$ cat src/rtl/wordle_guess_ctrl.sv
// wordle_guess_ctrl: Wordle game controller.
// Handles letter entry from button pulses into a ROWS x 5 board and scores
// each submitted guess against a latched target word. Scoring runs a green
// pass and then a yellow pass, one column per cycle. A registered read port
// serves the renderer.
// Optional feature: define WORDLE_HARD_MODE_EN to enable hard mode. A guess
// that changes a column that was green in the last scored row is then
// rejected.
module wordle_guess_ctrl #(
  parameter int ROWS = 6
) (
  input  logic        ClkPort,
  input  logic        Reset,
  input  logic        new_game,
  input  logic [24:0] target_word,
  input  logic        inc_p,
  input  logic        dec_p,
  input  logic        ok_p,
  input  logic        del_p,
  input  logic [2:0]  rd_row,
  input  logic [2:0]  rd_col,
  output logic [4:0]  rd_letter,
  output logic [1:0]  rd_status,
  output logic [2:0]  cur_row,
  output logic [2:0]  cur_col,
  output logic [4:0]  cur_letter,
  output logic        busy,
  output logic        game_won,
  output logic        game_lost,
  output logic        reject
);

  localparam int         COLS     = 5;
  localparam logic [3:0] ROWS_LIM = 4'(ROWS);
  localparam logic [2:0] LAST_ROW = 3'(ROWS - 1);
  localparam logic [2:0] COL_FULL = 3'(COLS);
  localparam logic [2:0] LAST_COL = 3'(COLS - 1);

  typedef enum logic [2:0] {
    ENTRY   = 3'd0,
    SCORE_G = 3'd1,
    SCORE_Y = 3'd2,
    WRITE   = 3'd3,
    DONE    = 3'd4
  } state_t;

  state_t      state_r;
  logic [4:0]  letters_r [ROWS][COLS];
  logic [1:0]  status_r  [ROWS][COLS];
  logic [4:0]  target_r  [COLS];
  logic [2:0]  idx_r;
  logic [4:0]  green_r;
  logic [4:0]  yellow_r;
  logic [4:0]  used_r;

  logic [4:0]  guess_s;
  logic [4:0]  match_s;
  logic        yhit_s;
  logic [2:0]  yidx_s;
  logic [2:0]  prev_col_s;
  logic        rd_hit_s;

`ifdef WORDLE_HARD_MODE_EN
  logic [4:0]  hard_mask_r;
  logic [4:0]  hard_letters_r [COLS];
  logic        reject_r;
  logic [4:0]  viol_vec_s;
  logic        hard_viol_s;
`endif

  // Guess letter under scoring and the lowest unused target column matching it
  always_comb begin
    guess_s    = letters_r[cur_row][idx_r];
    prev_col_s = cur_col - 3'd1;
    match_s    = 5'd0;
    for (int j = 0; j < COLS; j++) begin
      match_s[j] = !used_r[j] && (target_r[j] == guess_s);
    end
    yhit_s = |match_s;
    casez (match_s)
      5'b????1: yidx_s = 3'd0;
      5'b???10: yidx_s = 3'd1;
      5'b??100: yidx_s = 3'd2;
      5'b?1000: yidx_s = 3'd3;
      5'b10000: yidx_s = 3'd4;
      default:  yidx_s = 3'd0;
    endcase
    rd_hit_s = ({1'b0, rd_row} < ROWS_LIM) && (rd_col < COL_FULL);
  end

`ifdef WORDLE_HARD_MODE_EN
  // Hard mode: flag any previously green column whose letter has changed
  always_comb begin
    viol_vec_s = 5'd0;
    for (int c = 0; c < COLS; c++) begin
      viol_vec_s[c] = hard_mask_r[c] && (letters_r[cur_row][c] != hard_letters_r[c]);
    end
    hard_viol_s = |viol_vec_s;
  end

  assign reject = reject_r;
`else
  assign reject = 1'b0;
`endif

  // Main controller: entry cursor, board writes, scoring passes and game flags
  always_ff @(posedge ClkPort) begin
    if (Reset || new_game) begin
      for (int r = 0; r < ROWS; r++) begin
        for (int c = 0; c < COLS; c++) begin
          letters_r[r][c] <= 5'd0;
          status_r[r][c]  <= 2'd0;
        end
      end
      for (int c = 0; c < COLS; c++) begin
        target_r[c] <= Reset ? 5'd0 : target_word[c*5 +: 5];
      end
      state_r    <= ENTRY;
      cur_row    <= 3'd0;
      cur_col    <= 3'd0;
      cur_letter <= 5'd0;
      busy       <= 1'b0;
      game_won   <= 1'b0;
      game_lost  <= 1'b0;
      idx_r      <= 3'd0;
      green_r    <= 5'd0;
      yellow_r   <= 5'd0;
      used_r     <= 5'd0;
`ifdef WORDLE_HARD_MODE_EN
      hard_mask_r <= 5'd0;
      reject_r    <= 1'b0;
      for (int c = 0; c < COLS; c++) begin
        hard_letters_r[c] <= 5'd0;
      end
`endif
    end else begin
`ifdef WORDLE_HARD_MODE_EN
      reject_r <= 1'b0;
`endif
      case (state_r)
        ENTRY: begin
          if (ok_p) begin
            if (cur_col < COL_FULL) begin
              letters_r[cur_row][cur_col] <= cur_letter;
              cur_col <= cur_col + 3'd1;
            end else begin
`ifdef WORDLE_HARD_MODE_EN
              if (hard_viol_s) begin
                reject_r <= 1'b1;
              end else begin
                state_r  <= SCORE_G;
                idx_r    <= 3'd0;
                green_r  <= 5'd0;
                yellow_r <= 5'd0;
                used_r   <= 5'd0;
                busy     <= 1'b1;
              end
`else
              state_r  <= SCORE_G;
              idx_r    <= 3'd0;
              green_r  <= 5'd0;
              yellow_r <= 5'd0;
              used_r   <= 5'd0;
              busy     <= 1'b1;
`endif
            end
          end else if (del_p) begin
            // Deleting at column 0 is swallowed rather than passed to inc/dec
            if (cur_col != 3'd0) begin
              cur_col    <= prev_col_s;
              cur_letter <= letters_r[cur_row][prev_col_s];
              letters_r[cur_row][prev_col_s] <= 5'd0;
            end
          end else if (inc_p) begin
            cur_letter <= (cur_letter == 5'd25) ? 5'd0 : cur_letter + 5'd1;
          end else if (dec_p) begin
            cur_letter <= (cur_letter == 5'd0) ? 5'd25 : cur_letter - 5'd1;
          end
        end
        SCORE_G: begin
          if (guess_s == target_r[idx_r]) begin
            green_r[idx_r] <= 1'b1;
            used_r[idx_r]  <= 1'b1;
          end
          if (idx_r == LAST_COL) begin
            state_r <= SCORE_Y;
            idx_r   <= 3'd0;
          end else begin
            idx_r <= idx_r + 3'd1;
          end
        end
        SCORE_Y: begin
          if (!green_r[idx_r] && yhit_s) begin
            yellow_r[idx_r] <= 1'b1;
            used_r[yidx_s]  <= 1'b1;
          end
          if (idx_r == LAST_COL) begin
            state_r <= WRITE;
            idx_r   <= 3'd0;
          end else begin
            idx_r <= idx_r + 3'd1;
          end
        end
        WRITE: begin
          for (int c = 0; c < COLS; c++) begin
            status_r[cur_row][c] <= green_r[c] ? 2'd3 : (yellow_r[c] ? 2'd2 : 2'd1);
          end
`ifdef WORDLE_HARD_MODE_EN
          hard_mask_r <= green_r;
          for (int c = 0; c < COLS; c++) begin
            hard_letters_r[c] <= letters_r[cur_row][c];
          end
`endif
          busy <= 1'b0;
          if (green_r == 5'h1f) begin
            game_won <= 1'b1;
            state_r  <= DONE;
          end else if (cur_row == LAST_ROW) begin
            game_lost <= 1'b1;
            state_r   <= DONE;
          end else begin
            cur_row    <= cur_row + 3'd1;
            cur_col    <= 3'd0;
            cur_letter <= 5'd0;
            state_r    <= ENTRY;
          end
        end
        DONE: begin
          state_r <= DONE;
        end
        default: begin
          state_r <= ENTRY;
        end
      endcase
    end
  end

  // Registered board read port; out-of-range addresses read as empty
  always_ff @(posedge ClkPort) begin
    if (Reset) begin
      rd_letter <= 5'd0;
      rd_status <= 2'd0;
    end else if (rd_hit_s) begin
      rd_letter <= letters_r[rd_row][rd_col];
      rd_status <= status_r[rd_row][rd_col];
    end else begin
      rd_letter <= 5'd0;
      rd_status <= 2'd0;
    end
  end

endmodule

$ cat config.mk
export PLATFORM = sky130hd
export DESIGN_NAME = wordle_guess_ctrl
export DESIGN_NICKNAME = d
export VERILOG_FILES = /design/src/rtl/wordle_guess_ctrl.sv
export SDC_FILE = /design/constraint.sdc
export NUM_CORES = 1
export LEC_CHECK = 0
export CAP_MARGIN = 25
export CORE_ASPECT_RATIO = 1.4
export CORE_UTILIZATION = 41
export CTS_BUF_LIST = sky130_fd_sc_hd__clkbuf_2 sky130_fd_sc_hd__clkbuf_4 sky130_fd_sc_hd__clkbuf_8
export CTS_CLUSTER_SIZE = 25
export DETAILED_ROUTE_END_ITERATION = 16
export PLACE_DENSITY = 0.56
export SLEW_MARGIN = 20
export SYNTH_ARGS = -nofsm -noshare
export SYNTH_HDL_FRONTEND = slang
export SYNTH_SLANG_ARGS = --single-unit
$ cat constraint.sdc
create_clock -name ClkPort -period 3.01 [get_ports ClkPort]
set_input_delay 0.602 -clock ClkPort [delete_from_list [all_inputs] [get_ports ClkPort]]
set_output_delay 0.602 -clock ClkPort [all_outputs]
set_load 0.03 [all_outputs]
==> results of run 1 <==
## power by group
part	switching, mW	internal [mW]
logic	0.527	0.450
registers	0.0972	5.45
clock network	1.96	2.15
## metrics by stage
step           std cells   util
3_5_place_dp        2165  0.471
5_1_grt             2282  0.504
4_1_cts             2272  0.500
2_1_floorplan       1466      -
6_report            2283  0.504
3_3_place_gp        2165  0.471
## routing by layer
layer	track usage	routed length (µm)	vias to the layer above	share of wire
li1	-	-	5859	-
met4	0.111	2420	2	0.044
met5	0	10	-	0.00018
met1	0.315	21100	6453	0.38
met2	0.443	28500	528	0.51
met3	0.0367	3510	119	0.063
## placed cells by master (no fill, tap or decap), types with 8 or more instances in the layout
cell             synthesis  routed
nand2_1                139     139
edfxtp_1               305     305
clkbuf_4                 0      17
o21ai_0                 15      10
a22oi_1                 32      32
ha_1                    10      10
xnor2_1                 27      19
nor3_1                  19      18
xor2_1                  10      10
xnor2_2                  0       8
dfxtp_1                 48      46
a31oi_1                  9       9
nand3_1                 37      37
buf_6                    2       8
clkinv_2                 0       8
clkbuf_8                 0      57
inv_1                   50      50
a21oi_1                 34      34
nor2_1                 282     280
mux4_2                  92      94
mux2i_1                102     102
buf_12                   0      13
buf_4                   10     172
o221ai_1                11      11
clkdlybuf4s50_1          0      56
nand4_1                 10      10
clkinv_1                 1      14
nor2b_1                 43      43
## worst paths after layout
| kind | startpoint | endpoint | slack (ns) | depth (start not counted) |
|---|---|---|---|---|
| setup / recovery | register | used_r[2]$_SDFFE_PP0P_ | -0.38 | 12 |
| hold / removal | used_r[3]$_SDFFE_PP0P_ | used_r[3]$_SDFFE_PP0P_ | 0.47 | 2 |
| setup reg to reg | register | used_r[2]$_SDFFE_PP0P_ | -0.38 | 12 |
| hold reg to reg | used_r[3]$_SDFFE_PP0P_ | used_r[3]$_SDFFE_PP0P_ | 0.47 | 2 |
## cell families (layout without fill, tap and decap cells)
group                    after synthesis  count (layout)  synth area share
AND/OR/NAND/NOR                      563             563             0.138
flip-flops                           353             353             0.563
multiplexers                         207             207             0.182
AO/OA/AOI/OAI                        153             153            0.0594
buffers and inverters                142             405            0.0330
XOR/XNOR                              37              37            0.0180
adder cells (fa/ha/maj)               10              10           0.00696
other                                  1               3          0.000208
## worst max-delay path: cells and delay by family (launching register included)
kind / cells / cell delay, ns
AOI/OAI and AO/OA: 2 / 0.33
xor gates and xnor gates: 1 / 0.19
buffers and inverters: 3 / 0.41
DFF: 1 / 0.39
muxes: 2 / 0.80
and+or+nand+nor: 4 / 1.16
## what timing repair did
action                     in CTS  in global routing
buffers inserted                7                 10
pin swaps                      22                 20
gates cloned                    0                  0
resized for setup              22                 25
setup endpoints to repair      10                 45
## state kept, by name, summed over array words and instances, names as in the netlist, named ones only
register / count
idx_r: 3
used_r: 5
rd_status: 2
game_lost: 1
target_r: 25
cur_row: 3
cur_letter: 5
state_r: 3
busy: 1
game_won: 1
green_r: 5
rd_letter: 5
cur_col: 3
status_r: 80
yellow_r: 5
letters_r: 200
## final cells by class
type | count | share of cell area
timing repair buffer | 251 | 0.102
antenna | 2 | 0.000230
clock inverter | 26 | 0.00833
sequential | 353 | 0.465
multi-input combinational | 971 | 0.341
inverter | 54 | 0.00931
clock buffer | 74 | 0.0419
tap | 552 | 0.0317
==> results.sh, run 1 <==
export IMPL_htreeDepth=2
export IMPL_cp_slowest_stage_delay_ns=0.52
export IMPL_antenna_found_initial=3
export IMPL_yosysMostFrequentCell="edfxtp_1"
export IMPL_yosysTopAreaCellShare=0.509
export IMPL_start_util=0.416
export IMPL_hp_class="reg -> reg"
export IMPL_holdWs_ns=0.467
export IMPL_clock_fmax_ghz=0.295
export IMPL_nets=1733
export IMPL_violations="DRC, setup timing"
export IMPL_drv_slew=0
export IMPL_relSlewSlack=0.452
export IMPL_placementRows=90
export IMPL_die_area_um2=44700
export IMPL_overflow=0
export IMPL_rsz0062_at_grt="yes"
export IMPL_crit_fanout=7
export IMPL_ir_drop_mv=0.295
export IMPL_synth_area_leaders="edfxtp_1, mux4_2, nor2_1"
export IMPL_clock_latency_ns=0.63
export IMPL_seqCellArea_um2=10100
export IMPL_pwr_density_cell_nw_per_um2=488
export IMPL_synth_edf_count=305
export IMPL_crit_slowest_cell="or4_4"
export IMPL_crit_arrival_ns=3.93
export IMPL_synth_area_um2=18000
export IMPL_firstDrtPassIters=14
export IMPL_skew_ns=0.0338
export IMPL_clkSinkCount=353
export IMPL_syn_area_per_cell_um2=12.3
export IMPL_ys_types=62
export IMPL_synthArstFlopShare=0
export IMPL_status="finished with violations"
export IMPL_clk_pin_slew_worst_paths_ns=0.07
export IMPL_routed_wl_mm=55.5
export IMPL_multi_input_area_um2=7440
export IMPL_yosysTopAreaCell="edfxtp_1"
export IMPL_cts_buffers=54
export IMPL_die_height_um=250
export IMPL_finalSetupTns_ns=-3.15
export IMPL_finalCriticalPeriod_ns=3.39
export IMPL_syn_nets=1514
export IMPL_hold_viol_final=0
export IMPL_die_w_um=179
export IMPL_place_ws_ns=-0.378
export IMPL_wl_per_cell_um=24.3
export IMPL_postCtsHoldBufs=0
export IMPL_setup_ws_ns=-0.377
export IMPL_ys_seq_area_frac=0.563
export IMPL_gp_congestion=0.914
export IMPL_routed_via_count=13000
export IMPL_viasPerCell=5.68
export IMPL_dp_hpwl_mm=41.7
export IMPL_synthToLayoutAreaGrowth_pct=21.0
export IMPL_leakage_nw=7.95
export IMPL_total_power_mw=10.6
export IMPL_syn_inst=1466
export IMPL_ys_ff_latch=353
export IMPL_synth_common_cells="edfxtp_1, nor2_1, nand2_1"
export IMPL_maxCapViolCount=0
export IMPL_critical_path_class="reg -> reg"
export IMPL_end_kind="register"
export IMPL_root_buffer="clkbuf_8"
export IMPL_period_share=1.13
export IMPL_cts_tree="built"
export IMPL_antenna_left=0
export IMPL_drive_gt1_frac=0.249
export IMPL_worst_pin_slew_ns=0.822
export IMPL_grt_usage=0.256
export IMPL_synth_top_flop_cell="edfxtp_1"
export IMPL_cp_cell_sequence="buf_12, buf_4, mux4_2, mux2_4, a22oi_2, nand4_4, buf_6, xnor2_1, nand4_1, or3_4, or4_4, o311ai_2"
export IMPL_core_area_um2=43200
export IMPL_cp_start_kind="register"
export IMPL_required_ns=3.55
export IMPL_route_detailed_drc=4
export IMPL_design_area_um2=21800
export IMPL_place_area_um2=20400
export IMPL_portBuffers=58
export IMPL_grt_max_degree=44
export IMPL_nFillCells=3907
export IMPL_grt_pass1_wl_mm=83.1
export IMPL_yosysWarnings=0
export IMPL_cts_buffer_depth=3
export IMPL_drt_iter0_drc=1152
export IMPL_io_pins=60
export IMPL_finalSetupViolations=10
export IMPL_grt_pass1_vias=13400
Power figures use the tool's default switching activity.
==> inputs of run 2 (changes only) <==
--- a/config.mk
+++ b/config.mk
@@ -8,7 +8,7 @@
 export CAP_MARGIN = 25
 export CORE_ASPECT_RATIO = 1.4
 export CORE_UTILIZATION = 41
-export CTS_BUF_LIST = sky130_fd_sc_hd__clkbuf_2 sky130_fd_sc_hd__clkbuf_4 sky130_fd_sc_hd__clkbuf_8
+export CTS_BUF_LIST = sky130_fd_sc_hd__clkbuf_8
 export CTS_CLUSTER_SIZE = 25
 export DETAILED_ROUTE_END_ITERATION = 16
 export PLACE_DENSITY = 0.56
==> results.sh, run 2 (synthesized netlist as in run 1, its figures left out) <==
export IMPL_rsz0062_at_grt="yes"
export IMPL_cp_start_kind="register"
export IMPL_worst_pin_slew_ns=0.838
export IMPL_min_path_cells=2
export IMPL_portBuffers=58
export IMPL_end_kind="register"
export IMPL_dp_hpwl_mm=41.7
export IMPL_clkSinkCount=353
export IMPL_placementRows=90
export IMPL_setup_ws_ns=-0.368
export IMPL_r2r_slack_ns=-0.37
export IMPL_cts_buffer_depth=3
export IMPL_largest_reg_flops=200
export IMPL_place_ws_ns=-0.378
export IMPL_final_common_cell="edfxtp_1"
export IMPL_wl_per_cell_um=24.3
export IMPL_hp_start="used_r[4]$_SDFFE_PP0P_"
export IMPL_period_share=1.12
export IMPL_layoutNonFillerInstCount=2282
export IMPL_viasPerCell=5.68
export IMPL_crit_fanout=7
export IMPL_firstDrtPassIters=13
export IMPL_cts_tree="built"
export IMPL_status="finished with violations"
export IMPL_antenna_left=0
export IMPL_final_cell_mix="edfxtp_1, nor2_1, buf_4, nand2_1, mux2i_1"
export IMPL_final_util=0.502
export IMPL_largest_register="letters_r"
export IMPL_skew_ns=0.0325
export IMPL_antenna_found_initial=3
export IMPL_die_height_um=250
export IMPL_hold_path_endpoint="used_r[4]$_SDFFE_PP0P_"
export IMPL_design_area_um2=21700
export IMPL_crit_arrival_ns=3.92
export IMPL_timing_rr_end="used_r[2]$_SDFFE_PP0P_"
export IMPL_die_w_um=179
export IMPL_gp_congestion=0.914
export IMPL_relSlewSlack=0.437
export IMPL_grt_max_degree=44
export IMPL_clk_pin_slew_worst_paths_ns=0.07
export IMPL_cp_slowest_stage_delay_ns=0.52
export IMPL_die_area_um2=44700
export IMPL_maxCapViolCount=0
export IMPL_critical_path_class="reg -> reg"
export IMPL_route_detailed_drc=2
export IMPL_reg2regPathDepth=12
export IMPL_place_area_um2=20400
export IMPL_crit_slowest_cell="or4_4"
export IMPL_ir_drop_mv=0.296
export IMPL_required_ns=3.55
export IMPL_pwr_density_cell_nw_per_um2=480
export IMPL_routed_via_count=13000
export IMPL_overflow=0
export IMPL_start_util=0.416
export IMPL_grt_usage=0.256
export IMPL_finalCriticalPeriod_ns=3.38
export IMPL_clock_fmax_ghz=0.296
export IMPL_clock_latency_ns=0.63
export IMPL_synthToLayoutAreaGrowth_pct=20.7
export IMPL_grt_pass1_vias=13400
export IMPL_violations="DRC, setup timing"
export IMPL_drv_slew=0
export IMPL_htreeDepth=2
export IMPL_core_area_um2=43200
export IMPL_leakage_nw=7.96
export IMPL_drt_iter0_drc=1244
export IMPL_hold_viol_final=0
export IMPL_root_buffer="clkbuf_8"
export IMPL_nets=1733
export IMPL_hp_class="reg -> reg"
export IMPL_io_pins=60
export IMPL_finalSetupViolations=10
export IMPL_top_regs="letters_r x200, status_r x80, target_r x25"
export IMPL_cts_buffers=54
export IMPL_drive_gt1_frac=0.239
export IMPL_finalSetupTns_ns=-3.12
export IMPL_grt_pass1_wl_mm=83.1
export IMPL_placed_cells=2165
export IMPL_routed_wl_mm=55.5
export IMPL_cp_cell_sequence="buf_12, buf_4, mux4_2, mux2_4, a22oi_2, nand4_4, buf_6, xnor2_1, nand4_1, or3_4, or4_4, o311ai_2"
-- run 2: cell count changes in the layout (fill, tap and decap cells not counted) --
cell,delta
clkbuf_4,-17
inv_1,+17
diode_2,-1
-- run 2: worst max path at each step --
stage,from,end,cells after the start
3_3_place_gp,register,used_r[2]$_SDFFE_PP0P_,10
5_1_grt,register,used_r[2]$_SDFFE_PP0P_,14
4_1_cts,register,used_r[2]$_SDFFE_PP0P_,13
2_1_floorplan,register,used_r[2]$_SDFFE_PP0P_,11
3_5_place_dp,register,used_r[2]$_SDFFE_PP0P_,11
6_report,register,used_r[2]$_SDFFE_PP0P_,12
-- run 2: critical path, delay by kind of cell, from the launching register on --
family / cells / cell delay (ns)
XOR/XNOR: 1 / 0.19
AO/OA/AOI/OAI: 2 / 0.33
flip-flops: 1 / 0.39
buffers and inverters: 3 / 0.41
AND/OR/NAND/NOR: 4 / 1.16
multiplexers: 2 / 0.80
-- run 2: per-layer routing --
layer  share of wire  vias to the layer above  track usage  wire length, µm
met5         0.00018                        -            0               10
met4           0.045                        2        0.111             2470
met3           0.064                      129       0.0372             3530
met2            0.51                      545        0.442            28300
met1            0.38                     6428        0.315            21100
li1                -                     5858            -                -
-- run 2: final cells by class --
type / count / area (µm²)
antenna: 1 / 2.50
clock buffer: 57 / 785
clock inverter: 43 / 245
fill: 3916 / 21500
inverter: 54 / 203
multi-input combinational: 971 / 7440
sequential: 353 / 10100
tap: 552 / 691
timing repair buffer: 251 / 2220
-- run 2: what timing repair did --
item / CTS / global route
buffers inserted: 7 / 10
pin swaps: 22 / 20
hold buffers: 0 / 0
endpoints found under the hold margin: 0 / 0
gates resized for setup: 22 / 25
setup endpoints to repair: 10 / 45
-- run 2: stage by stage --
step                power [mW]  hold WS [ns]
finish                    10.4         0.468
global route              10.8         0.485
CTS                       10.5         0.456
detailed placement        6.59         0.443
global placement          6.58         0.441
floorplan                 6.19         0.421
-- run 2: power breakdown --
group          internal, mW  total [mW]  switching (mW)  leakage [nW]
logic                 0.450       0.979           0.529          3.75
registers              5.45        5.55          0.0972          3.62
clock network          1.94        3.90            1.96         0.592
